--- src/rtl/fpgaminer_regs.sv ---
// Avalon-MM register block for the bitcoin miner core: work inputs, nonce search
// control/counter and golden-nonce capture.
module fpgaminer_regs #(
  parameter logic [31:0] ID_VALUE = 32'h4D494E45
) (
  input  logic         clk,
  input  logic         reset,
  input  logic [5:0]   avs_s0_address,
  input  logic         avs_s0_write,
  input  logic [31:0]  avs_s0_writedata,
  input  logic [3:0]   avs_s0_byteenable,
  input  logic         avs_s0_read,
  output logic [31:0]  avs_s0_readdata,
  output logic [255:0] midstate,
  output logic [95:0]  data,
  output logic [31:0]  nonce,
  output logic         running,
  input  logic         golden_valid,
  input  logic [31:0]  golden_nonce_in
);

  localparam int unsigned WORD_W    = 32;
  localparam logic [3:0]  W_DATA2   = 4'd10;
  localparam logic [3:0]  W_CONTROL = 4'd11;
  localparam logic [3:0]  W_STATUS  = 4'd12;
  localparam logic [3:0]  W_NONCE   = 4'd13;
  localparam logic [3:0]  W_GOLDEN  = 4'd14;
  localparam logic [3:0]  W_ID      = 4'd15;

  logic [3:0]        word;
  logic [1:0]        unused_addr;
  logic [WORD_W-1:0] golden;
  logic              found;
  logic              exhausted;

  logic [WORD_W-1:0] nonce_d;
  logic [WORD_W-1:0] golden_d;
  logic              running_d;
  logic              found_d;
  logic              exhausted_d;
  logic [WORD_W-1:0] rd_c;

  logic              ctrl_wr;
  logic              stat_wr;

  assign word        = avs_s0_address[5:2];
  assign unused_addr = avs_s0_address[1:0];
  assign ctrl_wr     = avs_s0_write && (word == W_CONTROL) && avs_s0_byteenable[0];
  assign stat_wr     = avs_s0_write && (word == W_STATUS) && avs_s0_byteenable[0];

  function automatic logic [WORD_W-1:0] merge_bytes(input logic [WORD_W-1:0] old_v,
                                                    input logic [WORD_W-1:0] new_v,
                                                    input logic [3:0]        be);
    logic [WORD_W-1:0] r;
    r = old_v;
    for (int b = 0; b < 4; b++) begin
      if (be[b]) r[8*b +: 8] = new_v[8*b +: 8];
    end
    return r;
  endfunction

  // Search control: clears apply first so same-cycle sets (hit, wrap) win.
  always_comb begin
    nonce_d     = nonce;
    golden_d    = golden;
    running_d   = running;
    found_d     = found;
    exhausted_d = exhausted;

    if (stat_wr) begin
      if (avs_s0_writedata[1]) found_d = 1'b0;
      if (avs_s0_writedata[2]) exhausted_d = 1'b0;
    end

    if (golden_valid && running) begin
      golden_d = golden_nonce_in;
      found_d  = 1'b1;
    end

    if (running) begin
      if (ctrl_wr && avs_s0_writedata[1]) begin
        running_d = 1'b0;
      end else if (nonce == '1) begin
        nonce_d     = '0;
        running_d   = 1'b0;
        exhausted_d = 1'b1;
      end else begin
        nonce_d = nonce + WORD_W'(1);
      end
    end else begin
      if (ctrl_wr && avs_s0_writedata[0] && !avs_s0_writedata[1]) running_d = 1'b1;
      if (avs_s0_write && (word == W_NONCE))
        nonce_d = merge_bytes(nonce, avs_s0_writedata, avs_s0_byteenable);
    end
  end

  // Read mux reflects register contents before any same-edge update.
  always_comb begin
    rd_c = '0;
    if (!word[3]) begin
      rd_c = midstate[{word[2:0], 5'd0} +: WORD_W];
    end else if (word <= W_DATA2) begin
      rd_c = data[{word[1:0], 5'd0} +: WORD_W];
    end else begin
      case (word)
        W_CONTROL: rd_c = {30'd0, running, 1'b0};
        W_STATUS:  rd_c = {29'd0, exhausted, found, running};
        W_NONCE:   rd_c = nonce;
        W_GOLDEN:  rd_c = golden;
        W_ID:      rd_c = ID_VALUE;
        default:   rd_c = '0;
      endcase
    end
  end

  always_ff @(posedge clk) begin
    if (reset) begin
      midstate        <= '0;
      data            <= '0;
      nonce           <= '0;
      golden          <= '0;
      running         <= 1'b0;
      found           <= 1'b0;
      exhausted       <= 1'b0;
      avs_s0_readdata <= '0;
    end else begin
      if (avs_s0_write && !word[3]) begin
        midstate[{word[2:0], 5'd0} +: WORD_W] <=
          merge_bytes(midstate[{word[2:0], 5'd0} +: WORD_W], avs_s0_writedata, avs_s0_byteenable);
      end
      if (avs_s0_write && word[3] && (word <= W_DATA2)) begin
        data[{word[1:0], 5'd0} +: WORD_W] <=
          merge_bytes(data[{word[1:0], 5'd0} +: WORD_W], avs_s0_writedata, avs_s0_byteenable);
      end
      nonce     <= nonce_d;
      golden    <= golden_d;
      running   <= running_d;
      found     <= found_d;
      exhausted <= exhausted_d;
      if (avs_s0_read) avs_s0_readdata <= rd_c;
    end
  end

endmodule

--- config.mk ---
export PLATFORM = sky130hd
export DESIGN_NAME = fpgaminer_regs
export DESIGN_NICKNAME = d
export VERILOG_FILES = /design/src/rtl/fpgaminer_regs.sv
export SDC_FILE = /design/constraint.sdc
export NUM_CORES = 1
export LEC_CHECK = 0
export CORE_UTILIZATION = 40
export DETAILED_ROUTE_END_ITERATION = 12
export PLACE_DENSITY_LB_ADDON = 0.08
export SYNTH_ARGS = -nofsm -noshare
export SYNTH_HDL_FRONTEND = slang
export SYNTH_SLANG_ARGS = --single-unit
--- constraint.sdc ---
create_clock -name clk -period 2.94 [get_ports clk]
set_input_delay 0.588 -clock clk [delete_from_list [all_inputs] [get_ports clk]]
set_output_delay 0.588 -clock clk [all_outputs]
set_load 0.005 [all_outputs]
### Word-level counts from Yosys, hierarchy flattened

Index checks and enable logic that the tools add are counted.

| operators by class | value |
|---|---|
| add/subtract/negate cells | 3 |
| $lt $le $gt $ge | 1 |
| equality and inequality tests | 7 |
| shifts and indexed selects | 6 |
| muxes and demuxes | 49 |
| reductions and logical operators | 26 |

Operator list:

| kind | number |
|---|---|
| $bwmux 256 | 1 |
| $shift 32x10->256 const A | 1 |
| $shiftx 256x9->32 | 1 |
| $shiftx 32x10->256 | 1 |
| $mux 8 | 28 |
| $mux 32 | 6 |
| $pmux 32 s5 | 1 |
| $bwmux 96 | 1 |
| $shift 32x9->96 const A | 1 |
| $shiftx 32x9->96 | 1 |
| $shiftx 96x8->32 | 1 |
| $add 32x1->32 const B | 1 |
| $eq 32x32->1 const B | 1 |
| $eq 4x4->1 const B | 5 |
| $reduce_bool 2->1 | 7 |
| $logic_and 1x1->1 | 12 |
| $mux 1 | 12 |
| $reduce_and 3->1 | 4 |
| $neg 8->10 | 1 |
| $neg 7->9 | 1 |
| $le 4x4->1 const B | 1 |
| $logic_not 1->1 | 2 |
| $ne 2x2->1 const B | 1 |
| $reduce_and 2->1 | 1 |

| storage, ports and cells | value |
|---|---|
| bits in registers | 451 |
| input bits | 79 |
| output and inout bits | 417 |

### Logic depth before layout (Yosys ltp)

Gate-level depths: netlist (run 1).

| depth | value |
|---|---|
| depth in word-level cells | 7 |
| gate-level depth with buffers | 12 |

### Worst setup path before layout (run 1)

OpenSTA, ideal clock, no wires.

| path | value |
|---|---|
| path type | in2reg |
| from | input port avs_s0_address[3] |
| to | register midstate[251] |
| library setup time | 0.141 ns |
| data arrival time | 3.019 ns |
| required time | 2.799 ns |
| slack | -0.220 ns |
| stages | 12 |
| cells stage by stage | buf_2 -> buf_2 -> buf_2 -> inv_1 -> ha_1 -> ha_1 -> or3b_2 -> nor2_1 -> a21oi_1 -> clkbuf_1 -> nand2_1 -> o21ai_0 |

| between the ends | value |
|---|---|
| cells in the longest elaborated chain, start to end | 6 |

Ends and longest elaborated chain:

| element | RTL line | text |
|---|---|---|
| start, declared | 8 | `input logic [5:0] avs_s0_address,` |
| $shiftx 256x9->32 | 129 | `merge_bytes(midstate[{word[2:0], 5'd0} +: WORD_W], avs_s0_writedata, avs_s0_byteenable);` |
| $mux 8 | 57 | `if (be[b]) r[8*b +: 8] = new_v[8*b +: 8];` |
| $mux 8 | 127 | `if (avs_s0_write && !word[3]) begin` |
| $mux 8 | 117 | `if (reset) begin` |
| $shiftx 32x10->256 | 128 | `midstate[{word[2:0], 5'd0} +: WORD_W] <=` |
| $bwmux 256 (*) | 128 |  |
| end signal, assigned by index | 128 |  |
| end, declared | 14 | `output logic [255:0] midstate,` |

Every way passes the cells marked *; elsewhere a longest branch is shown, timed or not. The select of a mux whose other input is x is not followed.
A chain may end at the register's enable or synchronous reset.

### Final worst setup path (run 1)

| path | value |
|---|---|
| from | register nonce[18] |
| to | register nonce[22] |

| between the ends | value |
|---|---|
| cells in the longest elaborated chain, start to end | 4 |

Ends and longest elaborated chain:

| element | RTL line | text |
|---|---|---|
| start, declared | 16 | `output logic [31:0] nonce,` |
| start signal, assigned | 135 | `nonce <= nonce_d;` |
| $add 32x1->32 or $eq 32x32->1 (tied branches) | 88, 83 |  |
| $mux 32 (*) | 83 | `end else if (nonce == '1) begin` |
| $mux 32 (*) | 81 | `if (ctrl_wr && avs_s0_writedata[1]) begin` |
| $mux 32 (*) | 80 | `if (running) begin` |

Marks and branches as above.

==> metrics.txt, run 1 <==
status complete, no violations; FMAX 379 MHz; WP depth 6; unrepaired setup endpoints after global routing false; clk sinks 451; drc violations 0; starting density of the core 40.8%; TritonCTS clock tree built; Mapped Cells 2,245; clk root buf clkbuf_16; IO Count 496; Setup CP Type flop to flop; share of cells above drive strength 1 11.8%; core area 48,000 um2; Synth Area per Inst 8.73 um2; Top delay family on crit path simple AND/OR/NAND/NOR gates; die footprint 49,900 um2; Final ANT Viol Nets 0; FF-to-FF Start nonce[18]$_SDFFE_PP0P_; total CTS buffers 50; mapped cell area about 20,000 um2; Buffers on Ports 493; Rows 80; total number of vias 19,973; RR Endpoint nonce[22]$_SDFFE_PP0P_; R2R Setup Slk 0.30 ns; DRT iter0 DRCs ~2,200; ranking of synthesized cells by area dfxtp_1 46%, nand2_1 8.6%, mux4_2 7.4%, o21ai_0 7.1%, a22oi_1 5.9%; Worst-Margin Slew 1.24 ns; min Tclk post-route ~2.6 ns; Resized cells post-CTS 0; CTS H-tree depth 2; Final Max Tran Viols 0; Skew-Pair Late Insertion Delay 0.60 ns; Power Total 13.8 mW; Placer Congestion 0.972; worst r2r path cells 6; Max FO, Critical Path 14; # Post-CTS Setup Buffers 0; Area growth syn-to-layout 39.7%; largest net degree at the start of global routing 74; HP Class flop to flop; Rel. slew slack 17.2%; final setup fails 0; post-synthesis sequential area ratio 46.1%; cts-stage hold buffer count 0; Largest stage delay, worst path 0.73 ns; final hold violation count 0; share of the synthesized area in the top cell type 46.1%; P per Cell Area approximately 500 nW/um2; grt ovf 0; drt via density roughly 6; initial antenna violation count 3; Setup crit end kind flop; Most used DFF post-synth dfxtp_1; Leakage ~9.4 nW; CP Cell Sequence nand4_2 > or4_1 > o31a_1 > buf_4 > o21ai_1 > a31oi_1; routed wire length 85.9 mm; TritonRoute pass-1 iters 7; max-cap viol count 0; top cells by count, synth 451 x dfxtp_1, 451 x nand2_1, 277 x o21ai_0, 155 x a22oi_1, 152 x clkbuf_1; Clock Skew 0.0168 ns; Syn Nets around 2,300; Worst Path Buf+Inv 1; worst vdd ir 0.472 mV; DP Area 25,700 um2; crit path launch type flop; Clock Tree Buf Depth 3; worst setup path start nonce[18]$_SDFFE_PP0P_; Seq cells post-synth 451; Yosys cell types 65; Worst EP arrival 3.08 ns; worst path required time between 3 and 4 ns; fin crit share 89.8%; final instance area approximately 27,000 um2; die width 223 um; first-pass GRT wire length ~130 mm; post-synth top area cell dfxtp_1; vias in the first global route 19,114; Die Y 223 um; slowest CP cell or4_1; EDFF count, synth 0; total track usage 33.4%; DP HPWL 61.2 mm; fin nets 2,814; Yosys warning total 0; wire per inst 25.4 um; clk slew on worst S/H paths 0.06 ns; post-synthesis async set-or-reset flop share 0%; Critical Path End nonce[22]$_SDFFE_PP0P_
-- worst min-delay path, stage by stage (launching register included) --
cell and delay [ns]:
dfxtp_1 0.31, nand2_1 0.05, a21oi_1 0.05
-- layout by cell type (no fill, tap or decap), types with 5 or more instances in the layout --
cell type        instances
a21boi_0                30
a21oi_1                 84
a21oi_4                  7
a22oi_1                155
a31oi_1                 22
and3_1                   5
and4_1                   5
buf_12                  11
buf_4                  113
bufinv_16                5
clkbuf_1                11
clkbuf_16               51
clkbuf_8                11
clkdlybuf4s50_1        487
clkinv_2                 8
dfxtp_1                451
ha_1                     7
inv_1                   14
mux2_2                  29
mux2i_1                  6
mux4_2                  64
nand2_1                451
nand2b_1                68
nand3_1                 34
nand3b_1                 7
nand4_1                 13
nor2_1                 109
nor2b_1                  9
nor3_1                  10
nor3b_1                  5
nor4_1                  14
o211ai_1                60
o21a_1                  11
o21ai_0                277
o21ai_1                 36
o22ai_1                  6
or3_1                    6
or4_1                   10
-- sequential cells by signal, summed over array words and instances (netlist names) --
name	cells
nonce	32
found	1
exhausted	1
midstate	256
avs_s0_readdata	32
data	96
running	1
golden	32
-- logic make-up after synthesis --
| group | after synthesis | synth area share, % |
|---|---|---|
| AOI/OAI and AO/OA | 718 | 22.3 |
| DFF | 451 | 46.1 |
| adders and majority gates | 7 | 0.447 |
| buffers and inverters | 199 | 4.12 |
| and+or+nand+nor | 771 | 17.7 |
| muxes | 99 | 9.33 |
-- worst min path at each step --
stage	cells after the start	end	slack [ns]	from
after floorplan	2	golden[0]$_SDFFE_PP0P_	0.44	golden[0]$_SDFFE_PP0P_
after global placement	2	golden[7]$_SDFFE_PP0P_	0.44	golden[7]$_SDFFE_PP0P_
after detailed placement	2	golden[9]$_SDFFE_PP0P_	0.45	golden[9]$_SDFFE_PP0P_
after CTS	2	golden[9]$_SDFFE_PP0P_	0.46	golden[9]$_SDFFE_PP0P_
after global routing	2	golden[9]$_SDFFE_PP0P_	0.47	golden[9]$_SDFFE_PP0P_
final	2	golden[7]$_SDFFE_PP0P_	0.46	golden[7]$_SDFFE_PP0P_
-- layout make-up --
type | count | area [um2]
antenna | 3 | 7.51
clock buffer | 73 | 1470
clock inverter | 15 | 206
fill | 4310 | 20700
inverter | 15 | 56.3
multi-input combinational | 1595 | 9880
sequential | 451 | 9030
tap | 615 | 769
timing repair buffer | 615 | 5970
-- metrics by stage --
| stage | worst slack (ns) | util (%) | TNS, ns | hold slack (ns) | std cells |
|---|---|---|---|---|---|
| 5_1_grt | 0.183 | 57.0 | 0 | 0.473 | 3382 |
| 3_5_place_dp | -0.0718 | 53.5 | -0.333 | 0.449 | 3291 |
| 6_report | 0.299 | 57.0 | 0 | 0.455 | 3382 |
| 2_1_floorplan | 0.0157 | - | 0 | 0.436 | 2245 |
| 4_1_cts | 0.303 | 57.0 | 0 | 0.457 | 3379 |
| 3_3_place_gp | 0.0289 | 53.5 | 0 | 0.443 | 3291 |
-- metal layers --
metal	GRT usage [%]	part of all wire, %
met5	0	0
met4	9.50	2.6
met3	9.02	11
met2	51.7	45
met1	45.6	42
-- where the power goes --
| part | internal, mW | leakage, nW | total (mW) | switching (mW) |
|---|---|---|---|---|
| Clock | 3.88 | 0.827 | 6.51 | 2.63 |
| Sequential | 6.15 | 3.64 | 6.19 | 0.0343 |
| Combinational | 0.393 | 4.94 | 1.06 | 0.670 |
| Total | 10.4 | 9.40 | 13.8 | 3.34 |
Note: power is estimated with default switching activity, not from simulation.
==> run 2: changes to the inputs <==
Settings changed: ABC_AREA set to 1, REMOVE_ABC_BUFFERS set to 1.
==> run 2 against run 1 <==
Worst hold slack worse by 0.0097 ns. Register-to-register slack better by 0.35 ns. Fmax is 5.0% higher. Sequential cell count stayed put. Setup slack better by 0.13 ns. Synthesized cell count is 56% higher.
==> metrics.txt, run 2 <==
status complete, no violations; Skew-Pair Late Insertion Delay 0.61 ns; CTS H-tree depth 2; Buffers on Ports 493; initial antenna violation count 15; largest net degree at the start of global routing 121; wire per inst 21.2 um; final setup fails 0; Top delay family on crit path flip-flops; Int Power about 11 mW; share of cells above drive strength 1 5.61%; clk slew on worst S/H paths 0.06 ns; mapped cell area 22,500 um2; CP Cell Sequence clkdlybuf4s50_1; ranking of synthesized cells by area dfxtp_1 40%, nand2_1 17%, a21oi_1 11%, nand3_1 8.7%, o21ai_0 7.6%; Most used DFF post-synth dfxtp_1; drc violations 0; Hold Crit Start golden[26]$_SDFFE_PP0P_; Clock Skew 0.0132 ns; Setup CP Type flop to output port; FF-to-FF Start nonce[1]$_SDFFE_PP0P_; post-synthesis sequential area ratio 40.1%; Met3 Wirelength 9.50 mm; HP Class flop to flop; Clock Tree Buf Depth 3; # fillers ~5,700; commonest non-fill, non-tap cell in the layout nand2_1; post-synthesis async set-or-reset flop share 0%; clk root buf clkbuf_16; die footprint 57,200 um2; worst vdd ir around 0.44 mV; Setup crit end kind output port; Yosys cell types 31; Psw 3.94 mW; crit path launch type flop; slowest CP cell dfxtp_1; Reg with most FFs midstate; Placer Congestion roughly 0.95; total CTS buffers 52; min Tclk post-route 2.52 ns; DR WL met2 about 45 mm; grt ovf 0; Leakage 11.8 nW; max reg flops 256; fin crit share 85.6%; Non-Filler Instances 4,699; # Post-CTS Setup Buffers 0; Synth Area per Inst 6.42 um2; Seq cells post-synth 451; Worst Path Buf+Inv 1; count leader, synth nand2_1; EDFF count, synth 0; TritonCTS clock tree built; routed wire length 99.8 mm; post-synth top area cell dfxtp_1; Die Y ~240 um; vias in the first global route 22,781; Rows 86; worst path required time 2.35 ns; Comb pwr share 12.0%; area occupied by multi-input gates around 11,000 um2; Worst-Margin Slew 1.01 ns; worst setup margin 0.424 ns; TritonRoute pass-1 iters 5; fin nets 3,988; Largest stage delay, worst path 0.70 ns; share of the synthesized area in the top cell type 40.1%; total track usage 33.7%; Final ANT Viol Nets 0; DP HPWL 68.3 mm; die width 239 um; starting density of the core 40.7%; Max FO, Critical Path 10; Yosys warning total 0; cts-stage hold buffer count 0; max layer used met5; worst setup path start running$_SDFF_PP0_; P per Cell Area 486 nW/um2; cell count after placement 4,596; setup TNS 0 ns; Rel. slew slack 32.5%; commonest cells after routing, fill and taps aside 987 x nand2_1, 498 x a21oi_1, 487 x clkdlybuf4s50_1; clock network power share 44.9%; DRT iter0 DRCs approximately 2,200; Worst EP arrival 1.93 ns; top cells by count, synth 991 x nand2_1, 498 x a21oi_1, 451 x dfxtp_1, 391 x nand3_1, 343 x o21ai_0; first-pass GRT wire length 145 mm; Reg area 9030 um2; final hold violation count 0; Resized cells post-CTS 0; IO Count 496; Mapped Cells approximately 3,500; core area 55,300 um2; DP Area 28,400 um2; final instance area slightly above 30,000 um2; final hold slack 0.446 ns; total number of vias roughly 26,000; Flop pwr share 43.1%; Place WS 0.116 ns; Final Max Tran Viols 0; Largest regs midstate x256, data x96; drt via density 5.43; clk sinks about 450; unrepaired setup endpoints after global routing false; Area growth syn-to-layout 34.0%; met1 wire length 41.5 mm; Sw Ratio 26.8%; FMAX 397 MHz; max-cap viol count 0
run 2: final timing paths:
path	to	slack [ns]	cells after the start
worst min register to register	golden[26]$_SDFFE_PP0P_	0.45	2
worst max register to register	nonce[29]$_SDFFE_PP0P_	0.65	10
worst max-delay path	running	0.42	1
worst min-delay path	golden[26]$_SDFFE_PP0P_	0.45	2
run 2: logic make-up after synthesis:
group / synth area share (%)
AO/OA/AOI/OAI: 21.0
flip-flops: 40.1
XOR/XNOR: 0.389
buffers and inverters: 9.54
adder cells (fa/ha/maj): 0.389
AND/OR/NAND/NOR: 28.6
run 2: layer usage:
metal / vias to the layer above / track usage, %
li1: 12303 / -
met1: 11871 / 43.9
met2: 1139 / 54.1
met3: 204 / 7.78
met4: 12 / 12.5
met5: - / 0
run 2: layout make-up:
cell class              count  area share, %
multi-input cells        2498           37.9
flip-flops and latches    451           29.9
repair buffers            590           19.4
clock buffers              80           5.16
inverters                 309           3.89
well taps                 748           3.10
clock inverters            14          0.502
diodes                      9         0.0746
run 2: power by group through the flow:
stage / logic (mW) / registers [mW] / clock network [mW]
CTS: 1.73 / 6.32 / 6.65
global route: 1.90 / 6.33 / 6.91
finish: 1.76 / 6.33 / 6.59
detailed placement: 1.73 / 6.46 / 0
floorplan: 0.774 / 6.44 / 0
global placement: 1.73 / 6.46 / 0
run 2: per-stage QoR:
stage | utilization, % | power, mW
floorplan | - | 7.21
finish | 54.6 | 14.7
detailed placement | 51.4 | 8.18
global route | 54.5 | 15.1
CTS | 54.5 | 14.7
global placement | 51.4 | 8.18
